[src/rtl/pipelined_prefix_subtractor_pkg.sv]
// Purpose: shared arithmetic types and helpers for the prefix subtractor/adder family.
// Latency: n/a (package, no logic).
// Backpressure: n/a.
package arith_pkg;

    // One bit (or one span) of borrow generate/propagate.
    typedef struct packed {
        logic g;
        logic p;
    } borrow_gp_t;

    // Number of Kogge-Stone levels needed to cover an n-bit operand.
    function automatic int prefix_stages(int n);
        return $clog2(n);
    endfunction

    // Combine a high span with the adjacent lower span.
    function automatic borrow_gp_t gp_combine(borrow_gp_t hi, borrow_gp_t lo);
        borrow_gp_t r;
        r.g = hi.g | (hi.p & lo.g);
        r.p = hi.p & lo.p;
        return r;
    endfunction

endpackage

[src/rtl/pipelined_prefix_subtractor_if.sv]
// Purpose: operand/result handshake bundle for the pipelined prefix subtractor.
// Latency: n/a (wires only).
// Backpressure: valid/ready on both the operand and the result side.
interface pipelined_prefix_subtractor_if #(
    parameter int NBIT = 32
);
    logic            in_valid;
    logic            in_ready;
    logic [NBIT-1:0] a;
    logic [NBIT-1:0] b;
    logic            bin;
    logic            out_valid;
    logic            out_ready;
    logic [NBIT-1:0] diff;
    logic            bout;
    logic            zero;
    logic            ovf;

    // Producer/consumer side (drives operands, takes results).
    modport master (
        output in_valid, a, b, bin, out_ready,
        input  in_ready, out_valid, diff, bout, zero, ovf
    );

    // Subtractor side.
    modport slave (
        input  in_valid, a, b, bin, out_ready,
        output in_ready, out_valid, diff, bout, zero, ovf
    );
endinterface

[src/rtl/pipelined_prefix_subtractor_stage.sv]
// Purpose: one Kogge-Stone borrow prefix level followed by its pipeline register.
// Latency: 1 cycle.
// Backpressure: holds all state while i_en is low.
module borrow_prefix_stage
    import arith_pkg::*;
#(
    parameter int NBIT = 32,
    parameter int DIST = 1
) (
    input  logic            clk,
    input  logic            rst_n,
    input  logic            i_en,
    input  logic            i_vld,
    input  logic [NBIT-1:0] i_g,
    input  logic [NBIT-1:0] i_p,
    input  logic [NBIT-1:0] i_axb,
    input  logic            i_a_msb,
    input  logic            i_b_msb,
    input  logic            i_bin,
    output logic            o_vld,
    output logic [NBIT-1:0] o_g,
    output logic [NBIT-1:0] o_p,
    output logic [NBIT-1:0] o_axb,
    output logic            o_a_msb,
    output logic            o_b_msb,
    output logic            o_bin
);
    logic [NBIT-1:0] w_g;
    logic [NBIT-1:0] w_p;

    logic            r_vld;
    logic [NBIT-1:0] r_g;
    logic [NBIT-1:0] r_p;
    logic [NBIT-1:0] r_axb;
    logic            r_a_msb;
    logic            r_b_msb;
    logic            r_bin;

    // Bits at or above DIST merge with the span DIST below; lower bits already
    // hold their full prefix and pass through.
    for (genvar i = 0; i < NBIT; i++) begin : g_bit
        if (i >= DIST) begin : g_cell
            borrow_gp_t w_c;
            assign w_c    = gp_combine(borrow_gp_t'({i_g[i], i_p[i]}),
                                       borrow_gp_t'({i_g[i-DIST], i_p[i-DIST]}));
            assign w_g[i] = w_c.g;
            assign w_p[i] = w_c.p;
        end else begin : g_pass
            assign w_g[i] = i_g[i];
            assign w_p[i] = i_p[i];
        end
    end

    // Level register: clears on reset, advances only with the global enable.
    always_ff @(posedge clk) begin
        if (!rst_n) begin
            r_vld   <= 1'b0;
            r_g     <= '0;
            r_p     <= '0;
            r_axb   <= '0;
            r_a_msb <= 1'b0;
            r_b_msb <= 1'b0;
            r_bin   <= 1'b0;
        end else if (i_en) begin
            r_vld   <= i_vld;
            r_g     <= w_g;
            r_p     <= w_p;
            r_axb   <= i_axb;
            r_a_msb <= i_a_msb;
            r_b_msb <= i_b_msb;
            r_bin   <= i_bin;
        end
    end

    assign o_vld   = r_vld;
    assign o_g     = r_g;
    assign o_p     = r_p;
    assign o_axb   = r_axb;
    assign o_a_msb = r_a_msb;
    assign o_b_msb = r_b_msb;
    assign o_bin   = r_bin;
endmodule

[src/rtl/pipelined_prefix_subtractor.sv]
// Purpose: pipelined a - b - bin with Kogge-Stone borrow lookahead plus borrow/zero/overflow flags.
// Latency: STAGES + 1 cycles from acceptance to out_valid; one result per cycle.
// Backpressure: a stalled output freezes the whole pipe (no bubble collapse); in_ready = ~out_valid | out_ready.
module pipelined_prefix_subtractor
    import arith_pkg::*;
#(
    parameter int NBIT = 32
) (
    input  logic                         clk,
    input  logic                         rst_n,
    pipelined_prefix_subtractor_if.slave bus
);
    localparam int STAGES = prefix_stages(NBIT);

    logic            w_adv;
    logic [NBIT-1:0] w_g_raw;
    logic [NBIT-1:0] w_g_bit;
    logic [NBIT-1:0] w_p_bit;

    logic            r_vld;
    logic [NBIT-1:0] r_a;
    logic [NBIT-1:0] r_b;
    logic            r_bin;
    logic [NBIT-1:0] r_g;
    logic [NBIT-1:0] r_p;

    // Index 0 is the S0 register, index k the output of prefix level k.
    logic            w_vld   [0:STAGES];
    logic [NBIT-1:0] w_g     [0:STAGES];
    logic [NBIT-1:0] w_p     [0:STAGES];
    logic [NBIT-1:0] w_axb   [0:STAGES];
    logic            w_a_msb [0:STAGES];
    logic            w_b_msb [0:STAGES];
    logic            w_bin   [0:STAGES];

    logic [NBIT-1:0] w_brw;
    logic [NBIT-1:0] w_diff;
    logic            w_unused_p;

    // A single enable moves every stage together; empty slots are not squeezed out.
    assign w_adv        = ~w_vld[STAGES] | bus.out_ready;
    assign bus.in_ready = w_adv;

    // Bit-level borrow generate/propagate, with borrow-in folded into bit 0 so
    // the prefix tree carries it to every higher bit.
    assign w_p_bit = ~(bus.a ^ bus.b);
    assign w_g_raw = ~bus.a & bus.b;
    assign w_g_bit = {w_g_raw[NBIT-1:1], w_g_raw[0] | (w_p_bit[0] & bus.bin)};

    // S0: capture operands and bit-level G/P on acceptance.
    always_ff @(posedge clk) begin
        if (!rst_n) begin
            r_vld <= 1'b0;
            r_a   <= '0;
            r_b   <= '0;
            r_bin <= 1'b0;
            r_g   <= '0;
            r_p   <= '0;
        end else if (w_adv) begin
            r_vld <= bus.in_valid & w_adv;
            r_a   <= bus.a;
            r_b   <= bus.b;
            r_bin <= bus.bin;
            r_g   <= w_g_bit;
            r_p   <= w_p_bit;
        end
    end

    assign w_vld[0]   = r_vld;
    assign w_g[0]     = r_g;
    assign w_p[0]     = r_p;
    assign w_axb[0]   = r_a ^ r_b;
    assign w_a_msb[0] = r_a[NBIT-1];
    assign w_b_msb[0] = r_b[NBIT-1];
    assign w_bin[0]   = r_bin;

    for (genvar k = 1; k <= STAGES; k++) begin : g_lvl
        borrow_prefix_stage #(
            .NBIT (NBIT),
            .DIST (1 << (k - 1))
        ) u_stage (
            .clk     (clk),
            .rst_n   (rst_n),
            .i_en    (w_adv),
            .i_vld   (w_vld[k-1]),
            .i_g     (w_g[k-1]),
            .i_p     (w_p[k-1]),
            .i_axb   (w_axb[k-1]),
            .i_a_msb (w_a_msb[k-1]),
            .i_b_msb (w_b_msb[k-1]),
            .i_bin   (w_bin[k-1]),
            .o_vld   (w_vld[k]),
            .o_g     (w_g[k]),
            .o_p     (w_p[k]),
            .o_axb   (w_axb[k]),
            .o_a_msb (w_a_msb[k]),
            .o_b_msb (w_b_msb[k]),
            .o_bin   (w_bin[k])
        );
    end

    // After the last level, G[i] is the borrow out of span [i:0], i.e. the
    // borrow into bit i+1; bit 0 takes the raw borrow-in.
    assign w_brw  = {w_g[STAGES][NBIT-2:0], w_bin[STAGES]};
    assign w_diff = w_axb[STAGES] ^ w_brw;

    // The final group-propagate has no consumer; kept so every level is uniform.
    assign w_unused_p = ^w_p[STAGES];

    assign bus.out_valid = w_vld[STAGES];
    assign bus.diff      = w_diff;
    assign bus.bout      = w_g[STAGES][NBIT-1];
    assign bus.zero      = ~|w_diff;
    assign bus.ovf       = (w_a_msb[STAGES] ^ w_b_msb[STAGES]) & (w_a_msb[STAGES] ^ w_diff[NBIT-1]);
endmodule

[src/flat_wrapper.sv]
// flat-port wrapper written by rule: the top's interface ports become plain ports
module pipelined_prefix_subtractor_flat import arith_pkg::*;
#(
    parameter int NBIT = 32
)
  (clk, rst_n, bus_in_valid, bus_a, bus_b, bus_bin, bus_out_ready, bus_in_ready, bus_out_valid, bus_diff, bus_bout, bus_zero, bus_ovf);
  pipelined_prefix_subtractor_if #(.NBIT(NBIT)) bus_i ();
  input  logic clk;
  input  logic rst_n;
  input wire logic [$bits(bus_i.in_valid)-1:0] bus_in_valid;
  input wire logic [$bits(bus_i.a)-1:0] bus_a;
  input wire logic [$bits(bus_i.b)-1:0] bus_b;
  input wire logic [$bits(bus_i.bin)-1:0] bus_bin;
  input wire logic [$bits(bus_i.out_ready)-1:0] bus_out_ready;
  output wire logic [$bits(bus_i.in_ready)-1:0] bus_in_ready;
  output wire logic [$bits(bus_i.out_valid)-1:0] bus_out_valid;
  output wire logic [$bits(bus_i.diff)-1:0] bus_diff;
  output wire logic [$bits(bus_i.bout)-1:0] bus_bout;
  output wire logic [$bits(bus_i.zero)-1:0] bus_zero;
  output wire logic [$bits(bus_i.ovf)-1:0] bus_ovf;
  assign bus_i.in_valid = bus_in_valid;
  assign bus_i.a = bus_a;
  assign bus_i.b = bus_b;
  assign bus_i.bin = bus_bin;
  assign bus_i.out_ready = bus_out_ready;
  assign bus_in_ready = bus_i.in_ready;
  assign bus_out_valid = bus_i.out_valid;
  assign bus_diff = bus_i.diff;
  assign bus_bout = bus_i.bout;
  assign bus_zero = bus_i.zero;
  assign bus_ovf = bus_i.ovf;
  pipelined_prefix_subtractor #(.NBIT(NBIT)) u_core (.clk(clk), .rst_n(rst_n), .bus(bus_i));
endmodule
[config.mk]
export PLATFORM = sky130hd
export DESIGN_NAME = pipelined_prefix_subtractor_flat
export DESIGN_NICKNAME = d
export VERILOG_FILES = /design/src/rtl/pipelined_prefix_subtractor_pkg.sv /design/src/rtl/pipelined_prefix_subtractor_if.sv /design/src/rtl/pipelined_prefix_subtractor_stage.sv /design/src/rtl/pipelined_prefix_subtractor.sv /design/src/flat_wrapper.sv
export SDC_FILE = /design/constraint.sdc
export NUM_CORES = 1
export LEC_CHECK = 0
export ABC_CLOCK_PERIOD_IN_PS = 1300
export CORE_ASPECT_RATIO = 1.5
export CORE_MARGIN = 3
export CORE_UTILIZATION = 50
export DETAILED_ROUTE_END_ITERATION = 8
export PLACE_DENSITY = 0.73
export REMOVE_ABC_BUFFERS = 1
export SLEW_MARGIN = 25
export SYNTH_ARGS = -nofsm -noshare
export SYNTH_HDL_FRONTEND = slang
export SYNTH_SLANG_ARGS = --single-unit
[constraint.sdc]
create_clock -name clk -period 1.3 [get_ports clk]
set_input_delay 0.39 -clock clk [delete_from_list [all_inputs] [get_ports clk]]
set_output_delay 0.39 -clock clk [all_outputs]
set_load 0.01 [all_outputs]
# After elaboration in Yosys (flattened, before gate mapping)

Index checks and enable logic that the tools add are counted.

Bits in registers: 598
Output and inout port bits: 37
Logic and storage cells: 427

Bitwise gates (word level): 385
Reductions and logical operators: 2

Operators by type and width:

| operator            | number |
|---|---|
| AND 1 bit           | 245 |
| bitwise OR 1 bit    | 131 |
| XOR 32 bit          | 3 |
| NOT 32 bit          | 2 |
| AND 32 bit          | 1 |
| OR reduction 32 bit | 1 |
| XOR 1 bit           | 2 |
| logical NOT 1 bit   | 1 |
| NOT 1 bit           | 1 |

# Longest topological paths before layout

Gate-level depths: netlist of the first run.

Depth in word-level cells: 4
Mapped depth: 7
Mapped depth without buffers: 4

# By module

From an unflattened synthesis of the first run, not the netlist that was laid out.

Cell total of the unflattened synthesis: 2618
Area total of the unflattened synthesis: 25137.9 um^2

Modules (own cells, without submodules):

| module                                        | instances | cells each | area each (um^2) |
|---|---|---|---|
| pipelined_prefix_subtractor                   | 1         | 706        | 5948.2 |
| borrow_prefix_stage (u_core.g_lvl[2].u_stage) | 1         | 392        | 3861.2 |
| borrow_prefix_stage (u_core.g_lvl[3].u_stage) | 1         | 388        | 3860.0 |
| borrow_prefix_stage (u_core.g_lvl[1].u_stage) | 1         | 394        | 3847.4 |
| borrow_prefix_stage (u_core.g_lvl[4].u_stage) | 1         | 378        | 3816.2 |
| borrow_prefix_stage (u_core.g_lvl[5].u_stage) | 1         | 360        | 3804.9 |

# Worst setup path after synthesis of the first run

Ideal clock, no wire load.

Path kind: register to output
Start point: reg u_core.g_lvl[5].u_stage.r_axb[5]
End point: out bus_zero
Arrival: 1.065 ns
Data required time: 0.910 ns
Path slack: -0.155 ns
Cell stages (with the launch flop): 5
Path buffers: 0
Path through: dfxtp_1 -> xor2_1 -> nor4_1 -> nand4_1 -> nor2_1

Cells in the longest elaborated chain, start to end: 3

Ends and longest elaborated chain:

| item                   | line                                    | text |
|---|---|---|
| start, declared        | pipelined_prefix_subtractor_stage.sv:34 | `logic [NBIT-1:0] r_axb;` |
| start signal, assigned | pipelined_prefix_subtractor_stage.sv:68 | `r_axb <= i_axb;` |
| XOR 32 bit             | pipelined_prefix_subtractor.sv:105      | `assign w_diff = w_axb[STAGES] ^ w_brw;` |
| via bus_diff[5]        | flat_wrapper.sv:17                      | `output wire logic [$bits(bus_i.diff)-1:0] bus_diff;` |
| OR reduction 32 bit    | pipelined_prefix_subtractor.sv:113      | `assign bus.zero = ~\|w_diff;` |
| logical NOT 1 bit      | pipelined_prefix_subtractor.sv:113      |  |
| end, declared          | flat_wrapper.sv:19                      | `output wire logic [$bits(bus_i.zero)-1:0] bus_zero;` |

The timed path passes the listed nets, and every way through them passes these cells.

# Worst setup path in the final report of the first run

Start point: reg u_core.g_lvl[5].u_stage.r_g[23]
End point: out bus_zero

Cells in the longest elaborated chain, start to end: 3

Ends and longest elaborated chain:

| item                   | line                                    | text |
|---|---|---|
| start, declared        | pipelined_prefix_subtractor_stage.sv:32 | `logic [NBIT-1:0] r_g;` |
| start signal, assigned | pipelined_prefix_subtractor_stage.sv:66 | `r_g <= w_g;` |
| XOR 32 bit             | pipelined_prefix_subtractor.sv:105      |  |
| OR reduction 32 bit    | pipelined_prefix_subtractor.sv:113      |  |
| logical NOT 1 bit      | pipelined_prefix_subtractor.sv:113      |  |

Every way passes these cells.

==> results of run 1 <==
-- sequential cells by signal, summed over array words and instances (netlist names), 5 cells and up --
signal                        count
u_core.g_lvl.u_stage.o_p         98
u_core.r_p                       31
u_core.g_lvl.u_stage.o_b_msb      5
u_core.g_lvl.u_stage.o_bin        5
u_core.r_g                       32
u_core.g_lvl.u_stage.o_vld        5
u_core.r_a                       32
u_core.g_lvl.u_stage.o_axb      160
u_core.r_b                       32
u_core.g_lvl.u_stage.o_a_msb      5
u_core.g_lvl.u_stage.o_g        160
-- cells in the final DEF, fill, tap and decap left out, types with 12 or more instances in the layout --
| cell | n |
|---|---|
| nand2_1 | 516 |
| dfxtp_1 | 501 |
| a21boi_1 | 265 |
| a21oi_1 | 247 |
| nand2_2 | 124 |
| a21boi_2 | 122 |
| nand2_4 | 102 |
| buf_4 | 82 |
| nand3_1 | 78 |
| clkbuf_16 | 72 |
| buf_12 | 72 |
| buf_6 | 71 |
| clkdlybuf4s50_1 | 67 |
| o21ai_0 | 63 |
| buf_16 | 54 |
| dfxtp_2 | 45 |
| o21ai_2 | 42 |
| inv_1 | 32 |
| xnor2_1 | 32 |
| o211a_1 | 32 |
| ha_1 | 32 |
| xor2_2 | 24 |
| buf_8 | 23 |
| dfxtp_4 | 21 |
| nand3_2 | 20 |
| o21ai_1 | 19 |
| a21boi_0 | 17 |
| clkbuf_8 | 15 |
| a21oi_2 | 12 |
| clkbuf_1 | 12 |
-- cells by family after synthesis --
logic type / after synthesis / synth area share [%]
xor+xnor: 64 / 2.53
buf+inv: 221 / 5.31
compound gates: 828 / 24.0
simple gates: 854 / 15.2
fa+ha+maj: 32 / 1.81
flops: 567 / 51.2
-- power groups by stage --
stage / Combinational (W) / Clock, W / Sequential [W]
after global routing: 0.00262 / 0.0168 / 0.0185
after detailed placement: 0.00195 / 0 / 0.0187
after global placement: 0.00189 / 0 / 0.0187
after floorplan: 0.00105 / 0 / 0.0186
after CTS: 0.00214 / 0.0160 / 0.0184
final: 0.00243 / 0.0162 / 0.0185
-- worst max-delay path by stage --
stage	start	end	slack [ps]	depth (start not counted)
4_1_cts	u_core.g_lvl[5].u_stage.o_axb[27]	bus_zero	-1120	6
5_1_grt	u_core.g_lvl[5].u_stage.o_g[23]	bus_zero	-1220	6
6_report	u_core.g_lvl[5].u_stage.o_g[23]	bus_zero	-1170	6
3_5_place_dp	u_core.g_lvl[5].u_stage.o_axb[13]	bus_zero	-940	6
3_3_place_gp	u_core.g_lvl[5].u_stage.o_axb[13]	bus_zero	-950	6
2_1_floorplan	u_core.g_lvl[5].u_stage.o_vld	u_core.g_lvl[1].u_stage.o_g[10]	-7780	4
-- area by class of cell --
class / count / area share [%]
inverter: 33 / 0.469
multi-input combinational: 1778 / 37.2
clock inverter: 12 / 0.605
clock buffer: 80 / 4.93
timing repair buffer: 395 / 18.7
sequential: 567 / 35.9
tap: 570 / 2.23
-- per-stage QoR --
step / setup slack [ps] / TNS (ps) / std cells / utilization, %
floorplan: -7780 / -4303540 / 2378 / -
global placement: -946 / -422320 / 3196 / 56.5
detailed placement: -936 / -436890 / 3196 / 56.5
CTS: -1120 / -159380 / 3395 / 68.8
global route: -1220 / -180280 / 3435 / 73.8
finish: -1170 / -153410 / 3435 / 73.8
-- critical path, delay by kind of cell (launching register included) --
family	cells	cell delay [ps]
xor+xnor	1	190
flops	1	350
buf+inv	2	300
simple gates	3	650
-- layer usage --
layer,vias up,wire (microns)
met1,10060,26400
met5,-,0
li1,9165,-
met4,0,6610
met3,438,5090
met2,1110,39200
-- what timing repair did --
| item | 4_1_cts | 5_1_grt |
|---|---|---|
| resized for setup | 675 | 476 |
| pin swaps | 166 | 181 |
| endpoints found under the setup margin | 598 | 604 |
| setup buffers | 58 | 48 |
| gates cloned | 63 | 24 |
==> results_dict.tcl, run 1 <==
set metrics [dict create \
    outcome "complete, but fails checks" \
    violations "negative setup slack" \
    num_vias 20773 \
    cts-root-buf "clkbuf_16" \
    period_minus_slack_ps 2470 \
    async_flop_share_pct 0 \
    portBuffers 105 \
    final_area_sq_um 32000 \
    drtIter0Drc 2072 \
    grt_pass1_vias 19787 \
    switchingPower_w 0.00861 \
    cp_max_fo 2 \
    dpl.hpwl_microns 35300 \
    vdd_ir_drop_max_uv 972 \
    cts_hold_buf 0 \
    clk_latency_ps 590 \
    synth_common_cells "742 x nand2_1, 567 x dfxtp_1, 328 x a21boi_1" \
    area_growth_pct 44.4 \
    required_ps 910 \
    crit_path_start_kind "register" \
    crit_slowest_cell "dfxtp_2" \
    die_y_microns 264 \
    drt_wl_total_microns 77400 \
    place_area_sq_um 24500 \
    crit_chain "xor2_2, nor4_2, buf_4, nand4_1, nor2_1, buf_2" \
    ff2ff_path_depth 9 \
    cts.path.max_buffers 3 \
    busiest_layer "met2" \
    hold_start "rst_n" \
    share_comb_of_total_power_pct 6.5 \
    worst_slack_ps -1170 \
    die_area_sq_um 47000 \
    p_sw_share_pct 23.2 \
    drcViolationCount 0 \
    seq_area_sq_um 11500 \
    p_per_area_nw_per_um2 1160 \
    synth.most_common_cell "nand2_1" \
    slew_headroom_pct 54.9 \
    avgSynthCellArea_sq_um 8.64 \
    nets 2927 \
    row_count 93 \
    leakagePower_nw 13.7 \
    vias_per_cell 6.05 \
    clock_skew_ps 29.8 \
    synth_edf_count 0 \
    synth_cell_types 25 \
    io_pins 106 \
    cts.htree.levels 2 \
    cts_sinks 567 \
    rrSetupSlack_ps -470 \
    grt_overflow 0 \
    arrival_ps 2080 \
    grt_usage_pct 27.2 \
    hold_viol_final 0 \
    drive_above_1_share_pct 32.9 \
    end_kind "output port" \
    drt-pass1-iter-count 6 \
    tightest_slew_ps 676 \
    synthesis.area_sq_um 22200 \
    whs_path_depth 2 \
    grt_max_degree 88 \
    fin_crit_sh_pct 190 \
    insertedDiodeCount 0 \
    met1_usage_pct 29.9 \
    numCtsBuffers 51 \
    p_int_w 0.0285 \
    nFillCells 2588 \
    initial_utilization_pct 51.1 \
    hold_ws_ps 110 \
    critical_path_class "reg2out" \
    synth.area.top_cells "dfxtp_1 51%, nand2_1 13%, a21boi_1 11%" \
    yosysTopAreaCell "dfxtp_1" \
    ys_ff_latch 567 \
    cts_tree "done" \
    gp_congestion 0.871 \
    finalPower_w 0.0371 \
    fmax_mhz 405 \
    multiInputGateArea_sq_um 11900 \
    wl_per_cell_microns 22.5 \
    seq_power_share_pct 49.8 \
    ys_seq_area_share_pct 51.2 \
    met3_usage_pct 3.12 \
    postSynthCellCount 2566 \
    max_cap_viol_count 0 \
    setup_viol 604 \
    p_clk_share_pct 43.7 \
    timing.rr.start "u_core.g_lvl[5].u_stage.o_vld" \
    grt_pass1_wl_microns 104000 \
    cts.reportedPaths.clkPinSlew_ps 70 \
    yosys_warnings 0 \
    critical-path-max-stage-delay_ps 350 \
    rsz0062_at_grt "true" \
    yosys.area.top_type_share_pct 51.2 \
    hold-path-endpoint "u_core.g_lvl[5].u_stage.o_vld" \
    r2r_end "u_core.g_lvl[3].u_stage.o_g[16]" \
    ys.flop_type "dfxtp_1" \
    groute.layer.met2.usage_pct 49.3 \
    postRouteAntennaNets 0 \
    antenna_found_initial 0 \
    die_w_microns 178 \
    hp-class "in2reg" \
    coreArea_sq_um 43400 \
    drv_slew 0 \
]
Power figures use the tool's default switching activity.
==> run 2: changes to the inputs <==
--- a/config.mk
+++ b/config.mk
@@ -5,6 +5,7 @@
 export SDC_FILE = /design/constraint.sdc
 export NUM_CORES = 1
 export LEC_CHECK = 0
+export ABC_AREA = 0
 export ABC_CLOCK_PERIOD_IN_PS = 1300
 export CORE_ASPECT_RATIO = 1.5
 export CORE_MARGIN = 3
==> results of run 2 <==
The final DEF is identical to that of run 1; final timing and power are the same.
==> run 3: changes to the inputs <==
--- a/config.mk
+++ b/config.mk
@@ -10,6 +10,7 @@
 export CORE_ASPECT_RATIO = 1.5
 export CORE_MARGIN = 3
 export CORE_UTILIZATION = 50
+export CTS_CLUSTER_SIZE = 24
 export DETAILED_ROUTE_END_ITERATION = 8
 export PLACE_DENSITY = 0.73
 export REMOVE_ABC_BUFFERS = 1
==> results of run 3 <==
The final DEF is identical to that of run 1; final timing and power are the same.
